==> src/rtl/lsu_if.sv <==
// Core/memory-facing bus of the load/store unit: request, response and memory channels.
// The master side is the environment (core plus memory); the slave side is the LSU.
interface lsu_if #(
  parameter int XLEN   = 32,
  parameter int ADDR_W = 32
);
  logic              req_valid;
  logic              req_ready;
  logic              req_we;
  logic [2:0]        req_funct3;
  logic [ADDR_W-1:0] req_addr;
  logic [XLEN-1:0]   req_wdata;
  logic              resp_valid;
  logic [XLEN-1:0]   resp_rdata;
  logic              resp_misaligned;
  logic              resp_illegal;
  logic              mem_valid;
  logic              mem_ready;
  logic              mem_we;
  logic [ADDR_W-1:0] mem_addr;
  logic [XLEN/8-1:0] mem_wstrb;
  logic [XLEN-1:0]   mem_wdata;
  logic              mem_rvalid;
  logic [XLEN-1:0]   mem_rdata;

  modport master (
    output req_valid, req_we, req_funct3, req_addr, req_wdata,
    input  req_ready, resp_valid, resp_rdata, resp_misaligned, resp_illegal,
    input  mem_valid, mem_we, mem_addr, mem_wstrb, mem_wdata,
    output mem_ready, mem_rvalid, mem_rdata
  );

  modport slave (
    input  req_valid, req_we, req_funct3, req_addr, req_wdata,
    output req_ready, resp_valid, resp_rdata, resp_misaligned, resp_illegal,
    output mem_valid, mem_we, mem_addr, mem_wstrb, mem_wdata,
    input  mem_ready, mem_rvalid, mem_rdata
  );
endinterface

==> src/rtl/lsu.sv <==
// Single-outstanding RISC-V load/store unit: decodes size/sign, rejects illegal or
// misaligned accesses, aligns store data/strobes and extracts/extends load data.
module lsu #(
  parameter int XLEN   = 32,
  parameter int ADDR_W = 32
) (
  input logic clk,
  input logic rst,
  lsu_if.slave bus
);
  localparam int STRB_W = XLEN / 8;
  localparam int OFF_W  = $clog2(STRB_W);

  localparam logic [1:0] IDLE = 2'd0;
  localparam logic [1:0] REQ  = 2'd1;
  localparam logic [1:0] WAIT = 2'd2;
  localparam logic [1:0] RESP = 2'd3;

  logic [1:0]        state;
  logic [2:0]        funct3_r;
  logic              we_r;
  logic [OFF_W-1:0]  off_r;
  logic [ADDR_W-1:0] addr_r;
  logic [STRB_W-1:0] wstrb_r;
  logic [XLEN-1:0]   wdata_r;
  logic [XLEN-1:0]   rdata_r;
  logic              mis_r;
  logic              ill_r;

  logic              req_ill;
  logic              req_mis;
  logic [OFF_W-1:0]  req_off;
  logic [STRB_W-1:0] req_strb;
  logic [XLEN-1:0]   req_wdata_sh;
  logic [XLEN-1:0]   rdata_sh;

  function automatic logic [STRB_W-1:0] size_mask(input logic [1:0] sz);
    size_mask = '0;
    for (int i = 0; i < STRB_W; i++)
      size_mask[i] = (i < (1 << sz));
  endfunction

  function automatic logic [XLEN-1:0] load_ext(input logic [XLEN-1:0] d, input logic [2:0] f3);
    logic signed [7:0]  b;
    logic signed [15:0] h;
    logic signed [31:0] w;
    b = d[7:0];
    h = d[15:0];
    w = d[31:0];
    case (f3[1:0])
      2'd0:    load_ext = f3[2] ? XLEN'(d[7:0])  : XLEN'(b);
      2'd1:    load_ext = f3[2] ? XLEN'(d[15:0]) : XLEN'(h);
      2'd2:    load_ext = f3[2] ? XLEN'(d[31:0]) : XLEN'(w);
      default: load_ext = d;
    endcase
  endfunction

  // Request decode: illegal takes priority over misaligned.
  always_comb begin
    req_off = bus.req_addr[OFF_W-1:0];
    req_ill = (bus.req_funct3 == 3'b111) ||
              (bus.req_we && bus.req_funct3[2]) ||
              ((XLEN != 64) && (bus.req_funct3 == 3'b011 || bus.req_funct3 == 3'b110));
    case (bus.req_funct3[1:0])
      2'd0:    req_mis = 1'b0;
      2'd1:    req_mis = bus.req_addr[0];
      2'd2:    req_mis = |bus.req_addr[1:0];
      default: req_mis = |bus.req_addr[2:0];
    endcase
    req_strb     = size_mask(bus.req_funct3[1:0]) << req_off;
    req_wdata_sh = bus.req_wdata << {req_off, 3'b000};
  end

  assign rdata_sh = bus.mem_rdata >> {off_r, 3'b000};

  always_ff @(posedge clk or posedge rst) begin
    if (rst) begin
      state    <= IDLE;
      funct3_r <= '0;
      we_r     <= 1'b0;
      off_r    <= '0;
      addr_r   <= '0;
      wstrb_r  <= '0;
      wdata_r  <= '0;
      rdata_r  <= '0;
      mis_r    <= 1'b0;
      ill_r    <= 1'b0;
    end else begin
      case (state)
        IDLE: begin
          if (bus.req_valid) begin
            funct3_r <= bus.req_funct3;
            we_r     <= bus.req_we;
            off_r    <= req_off;
            addr_r   <= {bus.req_addr[ADDR_W-1:OFF_W], {OFF_W{1'b0}}};
            wstrb_r  <= bus.req_we ? req_strb : '0;
            wdata_r  <= bus.req_we ? req_wdata_sh : '0;
            rdata_r  <= '0;
            ill_r    <= req_ill;
            mis_r    <= !req_ill && req_mis;
            state    <= (req_ill || req_mis) ? RESP : REQ;
          end
        end
        REQ: begin
          if (bus.mem_ready)
            state <= we_r ? RESP : WAIT;
        end
        WAIT: begin
          if (bus.mem_rvalid) begin
            rdata_r <= load_ext(rdata_sh, funct3_r);
            state   <= RESP;
          end
        end
        default: state <= IDLE;
      endcase
    end
  end

  // Write-side payload is forced to zero whenever no memory request is presented.
  assign bus.req_ready       = (state == IDLE);
  assign bus.mem_valid       = (state == REQ);
  assign bus.mem_we          = bus.mem_valid && we_r;
  assign bus.mem_addr        = addr_r;
  assign bus.mem_wstrb       = bus.mem_valid ? wstrb_r : '0;
  assign bus.mem_wdata       = bus.mem_valid ? wdata_r : '0;
  assign bus.resp_valid      = (state == RESP);
  assign bus.resp_rdata      = rdata_r;
  assign bus.resp_misaligned = mis_r;
  assign bus.resp_illegal    = ill_r;
endmodule

==> src/flat_wrapper.sv <==
// flat-port wrapper written by rule: the top's interface ports become plain ports
module lsu_flat 
#(
  parameter int XLEN   = 32,
  parameter int ADDR_W = 32
)
  (clk, rst, bus_req_valid, bus_req_we, bus_req_funct3, bus_req_addr, bus_req_wdata, bus_req_ready, bus_resp_valid, bus_resp_rdata, bus_resp_misaligned, bus_resp_illegal, bus_mem_valid, bus_mem_we, bus_mem_addr, bus_mem_wstrb, bus_mem_wdata, bus_mem_ready, bus_mem_rvalid, bus_mem_rdata);
  lsu_if #(.XLEN(XLEN), .ADDR_W(ADDR_W)) bus_i ();
  input logic clk;
  input logic rst;
  input wire logic [$bits(bus_i.req_valid)-1:0] bus_req_valid;
  input wire logic [$bits(bus_i.req_we)-1:0] bus_req_we;
  input wire logic [$bits(bus_i.req_funct3)-1:0] bus_req_funct3;
  input wire logic [$bits(bus_i.req_addr)-1:0] bus_req_addr;
  input wire logic [$bits(bus_i.req_wdata)-1:0] bus_req_wdata;
  output wire logic [$bits(bus_i.req_ready)-1:0] bus_req_ready;
  output wire logic [$bits(bus_i.resp_valid)-1:0] bus_resp_valid;
  output wire logic [$bits(bus_i.resp_rdata)-1:0] bus_resp_rdata;
  output wire logic [$bits(bus_i.resp_misaligned)-1:0] bus_resp_misaligned;
  output wire logic [$bits(bus_i.resp_illegal)-1:0] bus_resp_illegal;
  output wire logic [$bits(bus_i.mem_valid)-1:0] bus_mem_valid;
  output wire logic [$bits(bus_i.mem_we)-1:0] bus_mem_we;
  output wire logic [$bits(bus_i.mem_addr)-1:0] bus_mem_addr;
  output wire logic [$bits(bus_i.mem_wstrb)-1:0] bus_mem_wstrb;
  output wire logic [$bits(bus_i.mem_wdata)-1:0] bus_mem_wdata;
  input wire logic [$bits(bus_i.mem_ready)-1:0] bus_mem_ready;
  input wire logic [$bits(bus_i.mem_rvalid)-1:0] bus_mem_rvalid;
  input wire logic [$bits(bus_i.mem_rdata)-1:0] bus_mem_rdata;
  assign bus_i.req_valid = bus_req_valid;
  assign bus_i.req_we = bus_req_we;
  assign bus_i.req_funct3 = bus_req_funct3;
  assign bus_i.req_addr = bus_req_addr;
  assign bus_i.req_wdata = bus_req_wdata;
  assign bus_req_ready = bus_i.req_ready;
  assign bus_resp_valid = bus_i.resp_valid;
  assign bus_resp_rdata = bus_i.resp_rdata;
  assign bus_resp_misaligned = bus_i.resp_misaligned;
  assign bus_resp_illegal = bus_i.resp_illegal;
  assign bus_mem_valid = bus_i.mem_valid;
  assign bus_mem_we = bus_i.mem_we;
  assign bus_mem_addr = bus_i.mem_addr;
  assign bus_mem_wstrb = bus_i.mem_wstrb;
  assign bus_mem_wdata = bus_i.mem_wdata;
  assign bus_i.mem_ready = bus_mem_ready;
  assign bus_i.mem_rvalid = bus_mem_rvalid;
  assign bus_i.mem_rdata = bus_mem_rdata;
  lsu #(.XLEN(XLEN), .ADDR_W(ADDR_W)) u_core (.clk(clk), .rst(rst), .bus(bus_i));
endmodule
==> config.mk <==
export PLATFORM = sky130hd
export DESIGN_NAME = lsu_flat
export DESIGN_NICKNAME = d
export VERILOG_FILES = /design/src/rtl/lsu_if.sv /design/src/rtl/lsu.sv /design/src/flat_wrapper.sv
export SDC_FILE = /design/constraint.sdc
export NUM_CORES = 1
export LEC_CHECK = 0
export ABC_AREA = 0
export CAP_MARGIN = 30
export CELL_PAD_IN_SITES_DETAIL_PLACEMENT = 1
export CELL_PAD_IN_SITES_GLOBAL_PLACEMENT = 1
export CORE_MARGIN = 3
export CORE_UTILIZATION = 33
export DETAILED_ROUTE_END_ITERATION = 6
export GPL_TIMING_DRIVEN = 1
export PLACE_DENSITY_LB_ADDON = 0.1
export SYNTH_ARGS = -nofsm -noshare
export SYNTH_HDL_FRONTEND = slang
export SYNTH_SLANG_ARGS = --single-unit
==> constraint.sdc <==
create_clock -name clk -period 4 [get_ports clk]
set_input_delay 0.8 -clock clk [delete_from_list [all_inputs] [get_ports clk]]
set_output_delay 0.8 -clock clk [all_outputs]
set_load 0.02 [all_outputs]
==> results of run 1 <==
cell type report:
cell class              count  area share
clock buffers               9      0.0285
clock inverters             7     0.00966
inverters                   3     0.00174
multi-input cells         333       0.309
flip-flops and latches    108       0.342
well taps                 211      0.0334
repair buffers            218       0.276
final timing paths:
check                                  start                         to  slack [ns]  cells after the start
min                        u_core.wstrb_r[3]          u_core.wstrb_r[3]        0.46                      2
max                          u_core.state[1]           bus_mem_wdata[7]        0.96                      5
min reg2reg                u_core.wstrb_r[3]          u_core.wstrb_r[3]        0.46                      2
min in group asynchronous                rst    u_core.bus.mem_addr[13]        0.93                      2
max reg2reg                  u_core.state[0]  u_core.bus.resp_rdata[21]        1.37                      6
max in group asynchronous                rst                u_core.we_r        2.31                      3
metrics by stage:
step | power (mW) | instance area (um2) | hold slack, ns | cells | worst slack [ns]
finish | 5.55 | 7900 | 0.464 | 889 | 0.964
global route | 5.93 | 7900 | 0.497 | 889 | 0.786
CTS | 5.64 | 7900 | 0.468 | 889 | 0.894
detailed placement | 4.69 | 7600 | 0.452 | 873 | 0.741
global placement | 4.61 | 7600 | 0.445 | 873 | 0.876
floorplan | 3.43 | 5340 | 0.430 | 484 | 0.354
flip-flops by register name (all words and copies together), names as in the netlist:
| register | cells |
|---|---|
| u_core.state | 2 |
| u_core.we_r | 1 |
| u_core.bus.mem_addr | 30 |
| u_core.wdata_r | 32 |
| u_core.off_r | 2 |
| u_core.bus.resp_rdata | 32 |
| u_core.wstrb_r | 4 |
| u_core.bus.resp_illegal | 1 |
| u_core.funct3_r | 3 |
| u_core.bus.resp_misaligned | 1 |
synthesized netlist by cell type (all sizes together), types with 2 or more instances:
cell and number:
dfrtp 108, mux2 44, o21ai 44, nand2 43, and2 37, mux2i 32
clkbuf 26, a21oi 18, a221o 16, buf 14, nor2 13, a22o 10
a211o 8, a22oi 8, a32o 8, nand3b 8, nor2b 8, nand2b 7
ha 4, inv 3, nand3 3, nor3 3, and3 2, o211ai 2
o21bai 2, o31ai 2
power by group:
part / total (mW) / switching, mW / internal (mW)
clock network: 0.913 / 0.423 / 0.489
logic: 2.78 / 1.47 / 1.32
registers: 1.85 / 0.293 / 1.56
per-layer routing:
layer | track usage | routed length (um) | vias to the layer above | share of wire
li1 | - | - | 2109 | -
met1 | 0.234 | 7030 | 2349 | 0.40
met2 | 0.341 | 8830 | 156 | 0.50
met3 | 0.0812 | 1430 | 18 | 0.081
met4 | 0.0526 | 295 | 0 | 0.017
met5 | 0 | 0 | - | 0
cells by family after synthesis:
kind of cell | after synthesis | synth area share
buf+inv | 43 | 0.0377
flops | 108 | 0.506
mux | 77 | 0.158
fa+ha+maj | 4 | 0.00937
simple gates | 127 | 0.126
compound gates | 123 | 0.162
other cells | 1 | 0.000702
worst max-delay path: cells and delay by family (launching register included):
| kind | cells | cell delay (ns) |
|---|---|---|
| buf+inv | 3 | 1.06 |
| flops | 1 | 0.42 |
| fa+ha+maj | 1 | 0.20 |
| simple gates | 1 | 0.19 |
==> flow_metrics.py, run 1 <==
metrics = {
    "outcome": {
        "status": "completed",
    },
    "global_route": {
        "grt_pass1_wl_um": 28300,
        "antenna_found_initial": 0,
        "track_usage": 0.200,
        "grt_pass1_vias": 5177,
        "grt_overflow": 0,
        "grt_max_degree": 57,
    },
    "sta": {
        "drv_slew": 0,
        "finClkSkew_ns": 0.00651,
        "worstMarginPinSlew_ns": 0.948,
        "fmaxAchievable_mhz": 329,
        "tns_ns": 0,
        "period_share": 0.759,
        "relSlewSlack": 0.368,
        "fin_crit_ns": 3.04,
        "setup_viol": 0,
        "hold_violations": 0,
        "grt_setup_unrepaired": "no",
    },
    "critical_path": {
        "start_kind": "flip-flop",
        "cp_cell_sequence": "inv_1 -> ha_1 -> buf_4 -> and2_1 -> clkdlybuf4s50_1",
        "crit_fanout": 36,
        "critPathKind": "reg -> out",
        "slowest_delay_ns": 0.64,
        "cp-end-kind": "primary output",
        "cp_slowest_cell": "clkdlybuf4s50_1",
        "crit_required_ns": 3.20,
        "critPathArrivalTime_ns": 2.24,
    },
    "placed_design": {
        "globalplace.congestion": 0.759,
        "place_hpwl_um": 13000,
        "portBuffers": 208,
    },
    "yosys": {
        "yosysUniqueCellTypes": 43,
        "synthCells": 483,
        "synth_area_um2": 5340,
        "ys_top_cells_by_area": "dfrtp_1 51%, mux2_1 7.4%, mux2i_1 6.0%",
        "synth_edf_count": 0,
        "yosysTopAreaCell": "dfrtp_1",
        "ys_seq_elements": 108,
        "async_reset_ff_frac": 1.00,
        "synth_top_area_share": 0.506,
        "syn_area_per_cell_um2": 11.1,
        "ys_warn_count": 0,
        "ys_seq_area_frac": 0.506,
        "ys.flop_type": "dfrtp_1",
    },
    "finish": {
        "final_layout_size_suffix_gt1_frac": 0.0649,
        "nNetsFinal": 782,
        "fill_cells": 1700,
        "fin_util": 0.508,
        "multiInputGateArea_um2": 2440,
        "final_cell_mix": "207 x clkdlybuf4s50_1, 108 x dfrtp_1, 42 x nand2_1",
        "seqCellArea_um2": 2700,
        "antenna_cells": 0,
        "syn_to_final_growth_pct": 48.0,
        "final_common_cell": "clkdlybuf4s50_1",
    },
    "min_path": {
        "hold_class": "reg -> reg",
    },
    "clock_network": {
        "htreeDepth": 3,
        "cts_tree": "done",
        "post-cts-setup-buffers": 0,
        "worstSkewPairLatency_ns": 0.35,
        "cts.sinks": 108,
        "cts.path.max_buffers": 2,
        "cts.reportedPaths.clkPinSlew_ns": 0.07,
        "cts_inserted_buffers": 9,
        "post_cts_hold_buffer_count": 0,
        "cts_resized": 0,
        "clockRootBuffer": "clkbuf_16",
    },
    "pwr": {
        "p_leak_nw": 3.35,
        "vdd_drop_max_mv": 0.390,
        "power_density_nw_per_um2": 703,
    },
    "drt": {
        "drt-vias-per-instance": 5.21,
        "wl_um": 17600,
        "drc": 0,
        "routedWlPerCell_um": 19.8,
        "ant_nets": 0,
        "drt_iter0_drc": 226,
        "drt_first_pass_iters": 4,
        "via_count": 4632,
    },
    "flow_run": {
        "cap_violations": 0,
    },
    "floorplanning": {
        "ios": 211,
        "die_w_um": 133,
        "core_um2": 15500,
        "rows": 45,
        "initial_core_util": 0.344,
        "die_area_um2": 17700,
        "die_h_um": 133,
    },
}
(Power assumes the default switching activity.)
==> run 2, diff against run 1 <==
clock period = 2.9 ns   (was 4 ns; I/O delays follow)
==> flow_metrics.py, run 2 (synthesis results as in run 1) <==
metrics = {
    "sta": {
        "relSlewSlack": 0.350,
        "period_share": 0.957,
        "hold_violations": 0,
        "tns_ns": 0,
        "drv_slew": 0,
        "fin_crit_ns": 2.77,
        "fmaxAchievable_mhz": 360,
        "worstMarginPinSlew_ns": 0.975,
        "grt_setup_unrepaired": "no",
        "setup_viol": 0,
        "finClkSkew_ns": 0.00882,
    },
    "critical_path": {
        "start_kind": "flip-flop",
        "crit_required_ns": 2.32,
        "endpoint": "bus_mem_wdata[23]",
        "crit_fanout": 35,
        "critPathArrivalTime_ns": 2.19,
        "r2r-end": "u_core.bus.resp_rdata[23]",
        "r2r-start": "u_core.state[0]",
        "cp-startpoint": "u_core.state[1]",
        "critPathKind": "reg -> out",
        "cp-end-kind": "primary output",
        "reg2reg_depth": 6,
        "r2r_slack_ns": 0.69,
    },
    "clock_network": {
        "post-cts-setup-buffers": 0,
        "post_cts_hold_buffer_count": 0,
        "cts.path.max_buffers": 2,
        "cts.reportedPaths.clkPinSlew_ns": 0.08,
        "cts_inserted_buffers": 9,
        "worstSkewPairLatency_ns": 0.35,
        "htreeDepth": 3,
        "cts.sinks": 108,
        "cts_tree": "done",
        "cts_resized": 0,
        "clockRootBuffer": "clkbuf_16",
    },
    "flow_run": {
        "cap_violations": 0,
    },
    "floorplanning": {
        "core_um2": 15500,
        "rows": 45,
        "ios": 211,
        "die_h_um": 133,
        "initial_core_util": 0.344,
        "die_w_um": 133,
        "die_area_um2": 17700,
    },
    "drt": {
        "via_count": 4577,
        "drt_iter0_drc": 203,
        "drc": 0,
        "drt_first_pass_iters": 4,
        "wl_um": 17400,
        "drt-vias-per-instance": 5.13,
        "ant_nets": 0,
        "routedWlPerCell_um": 19.5,
    },
    "finish": {
        "fin_util": 0.513,
        "final_layout_size_suffix_gt1_frac": 0.0690,
        "antenna_cells": 0,
        "final_cell_mix": "206 x clkdlybuf4s50_1, 108 x dfrtp_1, 42 x nand2_1",
        "syn_to_final_growth_pct": 49.3,
        "nNetsFinal": 785,
        "final_common_cell": "clkdlybuf4s50_1",
    },
    "min_path": {
        "hold_class": "reg -> reg",
    },
    "placed_design": {
        "portBuffers": 208,
        "globalplace.congestion": 0.817,
        "place_hpwl_um": 12700,
    },
    "global_route": {
        "antenna_found_initial": 0,
        "grt_pass1_wl_um": 28200,
        "track_usage": 0.198,
        "grt_pass1_vias": 5168,
        "grt_overflow": 0,
        "grt_max_degree": 53,
    },
    "pwr": {
        "power_density_nw_per_um2": 976,
        "vdd_drop_max_mv": 0.516,
        "p_leak_nw": 3.40,
    },
    "outcome": {
        "status": "completed",
    },
}
## run 2: report_power, final
| part | internal [mW] | switching, mW |
|---|---|---|
| clock | 0.782 | 0.578 |
| combinational | 1.84 | 2.01 |
| sequential | 2.15 | 0.417 |
## run 2: routing by layer
layer / routed length, um / vias up / track usage
met5: 0 / - / 0
met4: 277 / 0 / 0.0554
met3: 1150 / 19 / 0.0634
met2: 8690 / 130 / 0.334
met1: 7290 / 2308 / 0.246
li1: - / 2120 / -
## run 2: layout make-up
class	instances	area, um2
Timing Repair Buffer	221	2220
Multi-Input combinational cell	333	2440
Clock inverter	6	86.3
Inverter	3	15.0
Fill cell	1728	7570
Clock buffer	10	239
Tap cell	211	264
Sequential cell	108	2700
## run 2: how the worst min path moves through the flow
stage	end	start	slack (ns)	depth (start not counted)
floorplan	u_core.wstrb_r[3]	u_core.wstrb_r[3]	0.43	2
global placement	u_core.wstrb_r[3]	u_core.wstrb_r[3]	0.45	2
detailed placement	u_core.wstrb_r[3]	u_core.wstrb_r[3]	0.46	2
CTS	u_core.wstrb_r[3]	u_core.wstrb_r[3]	0.48	2
global route	u_core.wstrb_r[3]	u_core.wstrb_r[3]	0.50	2
finish	u_core.wstrb_r[3]	u_core.wstrb_r[3]	0.47	2
## run 2: per-stage QoR
| stage | power (mW) | instances | setup slack, ns | instance area (um2) | hold slack (ns) |
|---|---|---|---|---|---|
| floorplan | 4.73 | 484 | 0.859 | 5350 | 0.430 |
| global placement | 6.36 | 876 | 0.428 | 7640 | 0.447 |
| detailed placement | 6.47 | 876 | 0.408 | 7640 | 0.463 |
| CTS | 7.88 | 892 | 0.0219 | 7960 | 0.481 |
| global route | 8.29 | 892 | 0.0214 | 7970 | 0.503 |
| finish | 7.78 | 892 | 0.125 | 7970 | 0.473 |
## run 2: critical path, stage by stage (launching register included)
cell	delay, ns
dfrtp_1	0.42
inv_1	0.10
ha_1	0.25
buf_8	0.24
and2_1	0.20
clkdlybuf4s50_1	0.62
==> run 3, diff against run 2 <==
CTS_CLUSTER_SIZE = 10   (was default)
RECOVER_POWER = 50   (was default)
==> flow_metrics.py, run 3 (synthesis results as in run 1) <==
metrics = {
    "global_route": {
        "grt_overflow": 0,
        "grt_max_degree": 53,
        "grt_pass1_vias": 5168,
        "antenna_found_initial": 0,
        "grt_pass1_wl_um": 28200,
        "track_usage": 0.198,
    },
    "finish": {
        "fin_util": 0.510,
        "postLayoutCellArea_um2": 7930,
        "nNetsFinal": 785,
        "fill_cells": 1734,
        "final_cells": 892,
        "final_layout_size_suffix_gt1_frac": 0.0675,
        "antenna_cells": 0,
        "final_common_cell": "clkdlybuf4s50_1",
        "syn_to_final_growth_pct": 48.5,
        "final_cell_mix": "165 x clkdlybuf4s50_1, 108 x dfrtp_1, 42 x nand2_1",
    },
    "pwr": {
        "total_power_mw": 7.66,
        "pwr-share-clk": 0.178,
        "combPwrFrac": 0.489,
        "p_sw_frac": 0.391,
        "power_density_nw_per_um2": 966,
        "p_leak_nw": 3.45,
        "vdd_drop_max_mv": 0.485,
        "p_int_mw": 4.67,
        "power.net_switching_mw": 2.99,
        "p_seq_frac": 0.334,
    },
    "sta": {
        "fmaxAchievable_mhz": 361,
        "setup_viol": 0,
        "tns_ns": 0,
        "period_share": 0.956,
        "hold_violations": 0,
        "whs_ns": 0.473,
        "finClkSkew_ns": 0.00910,
        "worstMarginPinSlew_ns": 1.34,
        "fin_crit_ns": 2.77,
        "grt_setup_unrepaired": "no",
        "drv_slew": 0,
        "relSlewSlack": 0.105,
        "fin_ws_ns": 0.128,
    },
    "drt": {
        "drt_iter0_drc": 188,
        "wl_um": 17400,
        "drc": 0,
        "via_count": 4567,
        "wl_met1_um": 7230,
        "drt-vias-per-instance": 5.12,
        "dr_wl_met2_um": 8690,
        "wl_met3_um": 1200,
        "drt_first_pass_iters": 4,
        "ant_nets": 0,
        "topRoutingLayerUsed": "met4",
        "routedWlPerCell_um": 19.5,
    },
    "critical_path": {
        "r2r_slack_ns": 0.69,
        "critPathArrivalTime_ns": 2.19,
        "cp-end-kind": "primary output",
        "critPathKind": "reg -> out",
        "crit_required_ns": 2.32,
        "reg2reg_depth": 6,
        "endpoint": "bus_mem_wdata[23]",
        "r2r-start": "u_core.state[0]",
        "start_kind": "flip-flop",
        "r2r-end": "u_core.wdata_r[8]",
        "crit_fanout": 35,
        "cp-startpoint": "u_core.state[1]",
    },
    "placed_design": {
        "place_hpwl_um": 12700,
        "globalplace.congestion": 0.817,
        "dp_cells": 876,
        "dp_slack_ns": 0.408,
        "portBuffers": 208,
        "placement.cell_area_um2": 7640,
    },
    "floorplanning": {
        "die_area_um2": 17700,
        "initial_core_util": 0.344,
        "rows": 45,
        "die_w_um": 133,
        "die_h_um": 133,
        "core_um2": 15500,
        "ios": 211,
    },
    "clock_network": {
        "cts.path.max_buffers": 2,
        "cts.sinks": 108,
        "cts_inserted_buffers": 9,
        "worstSkewPairLatency_ns": 0.35,
        "cts_tree": "done",
        "clockRootBuffer": "clkbuf_16",
        "cts.reportedPaths.clkPinSlew_ns": 0.08,
        "post_cts_hold_buffer_count": 0,
        "htreeDepth": 3,
    },
    "flow_run": {
        "cap_violations": 0,
    },
    "outcome": {
        "status": "completed",
    },
    "min_path": {
        "hold_class": "reg -> reg",
    },
}
[run 3: cell types whose count changed in the layout (fill, tap and decap cells not counted)]
cell,previous run,this run
dlygate4sd3_1,0,41
buf_12,3,1
clkinvlp_2,0,1
o21ai_0,11,14
clkinvlp_4,2,1
clkbuf_2,0,4
clkdlybuf4s50_1,206,165
o21ai_1,33,30
buf_2,1,0
clkbuf_1,0,1
buf_4,9,7
[run 3: what timing repair did]
action	CTS	global route
gates resized for setup	0	3
setup buffers	0	0
endpoints found under the setup margin	0	35
[run 3: per-layer routing]
metal | GRT usage | vias to the layer above
met5 | 0 | -
met4 | 0.0554 | 0
met3 | 0.0634 | 21
met2 | 0.334 | 137
met1 | 0.246 | 2294
li1 | - | 2115
[run 3: power by group through the flow]
| stage | sequential, mW | combinational (mW) | clock, mW |
|---|---|---|---|
| floorplan | 2.96 | 1.76 | 0 |
| global placement | 2.56 | 3.80 | 0 |
| detailed placement | 2.59 | 3.88 | 0 |
| CTS | 2.58 | 3.90 | 1.40 |
| global route | 2.65 | 4.05 | 1.46 |
| finish | 2.56 | 3.74 | 1.36 |
[run 3: worst max-delay path, stage by stage, from the launching register on]
cell and delay, ns:
dfrtp_1 0.42, inv_1 0.10, ha_1 0.25, buf_8 0.24, and2_1 0.20, clkdlybuf4s50_1 0.62
[run 3: area by class of cell]
class	count	area [um2]	area share
Tap cell	211	264	0.0333
Multi-Input combinational cell	333	2440	0.308
Clock buffer	10	239	0.0301
Clock inverter	6	86.3	0.0109
Timing Repair Buffer	221	2190	0.276
Sequential cell	108	2700	0.341
Inverter	3	12.5	0.00158
[run 3: how the worst min path moves through the flow]
stage / startpoint / end / slack, ns / cells past startpoint
after floorplan: u_core.wstrb_r[3] / u_core.wstrb_r[3] / 0.43 / 2
after global placement: u_core.wstrb_r[3] / u_core.wstrb_r[3] / 0.45 / 2
after detailed placement: u_core.wstrb_r[3] / u_core.wstrb_r[3] / 0.46 / 2
after CTS: u_core.wstrb_r[3] / u_core.wstrb_r[3] / 0.48 / 2
after global routing: u_core.wstrb_r[3] / u_core.wstrb_r[3] / 0.50 / 2
final: u_core.wstrb_r[3] / u_core.wstrb_r[3] / 0.47 / 2
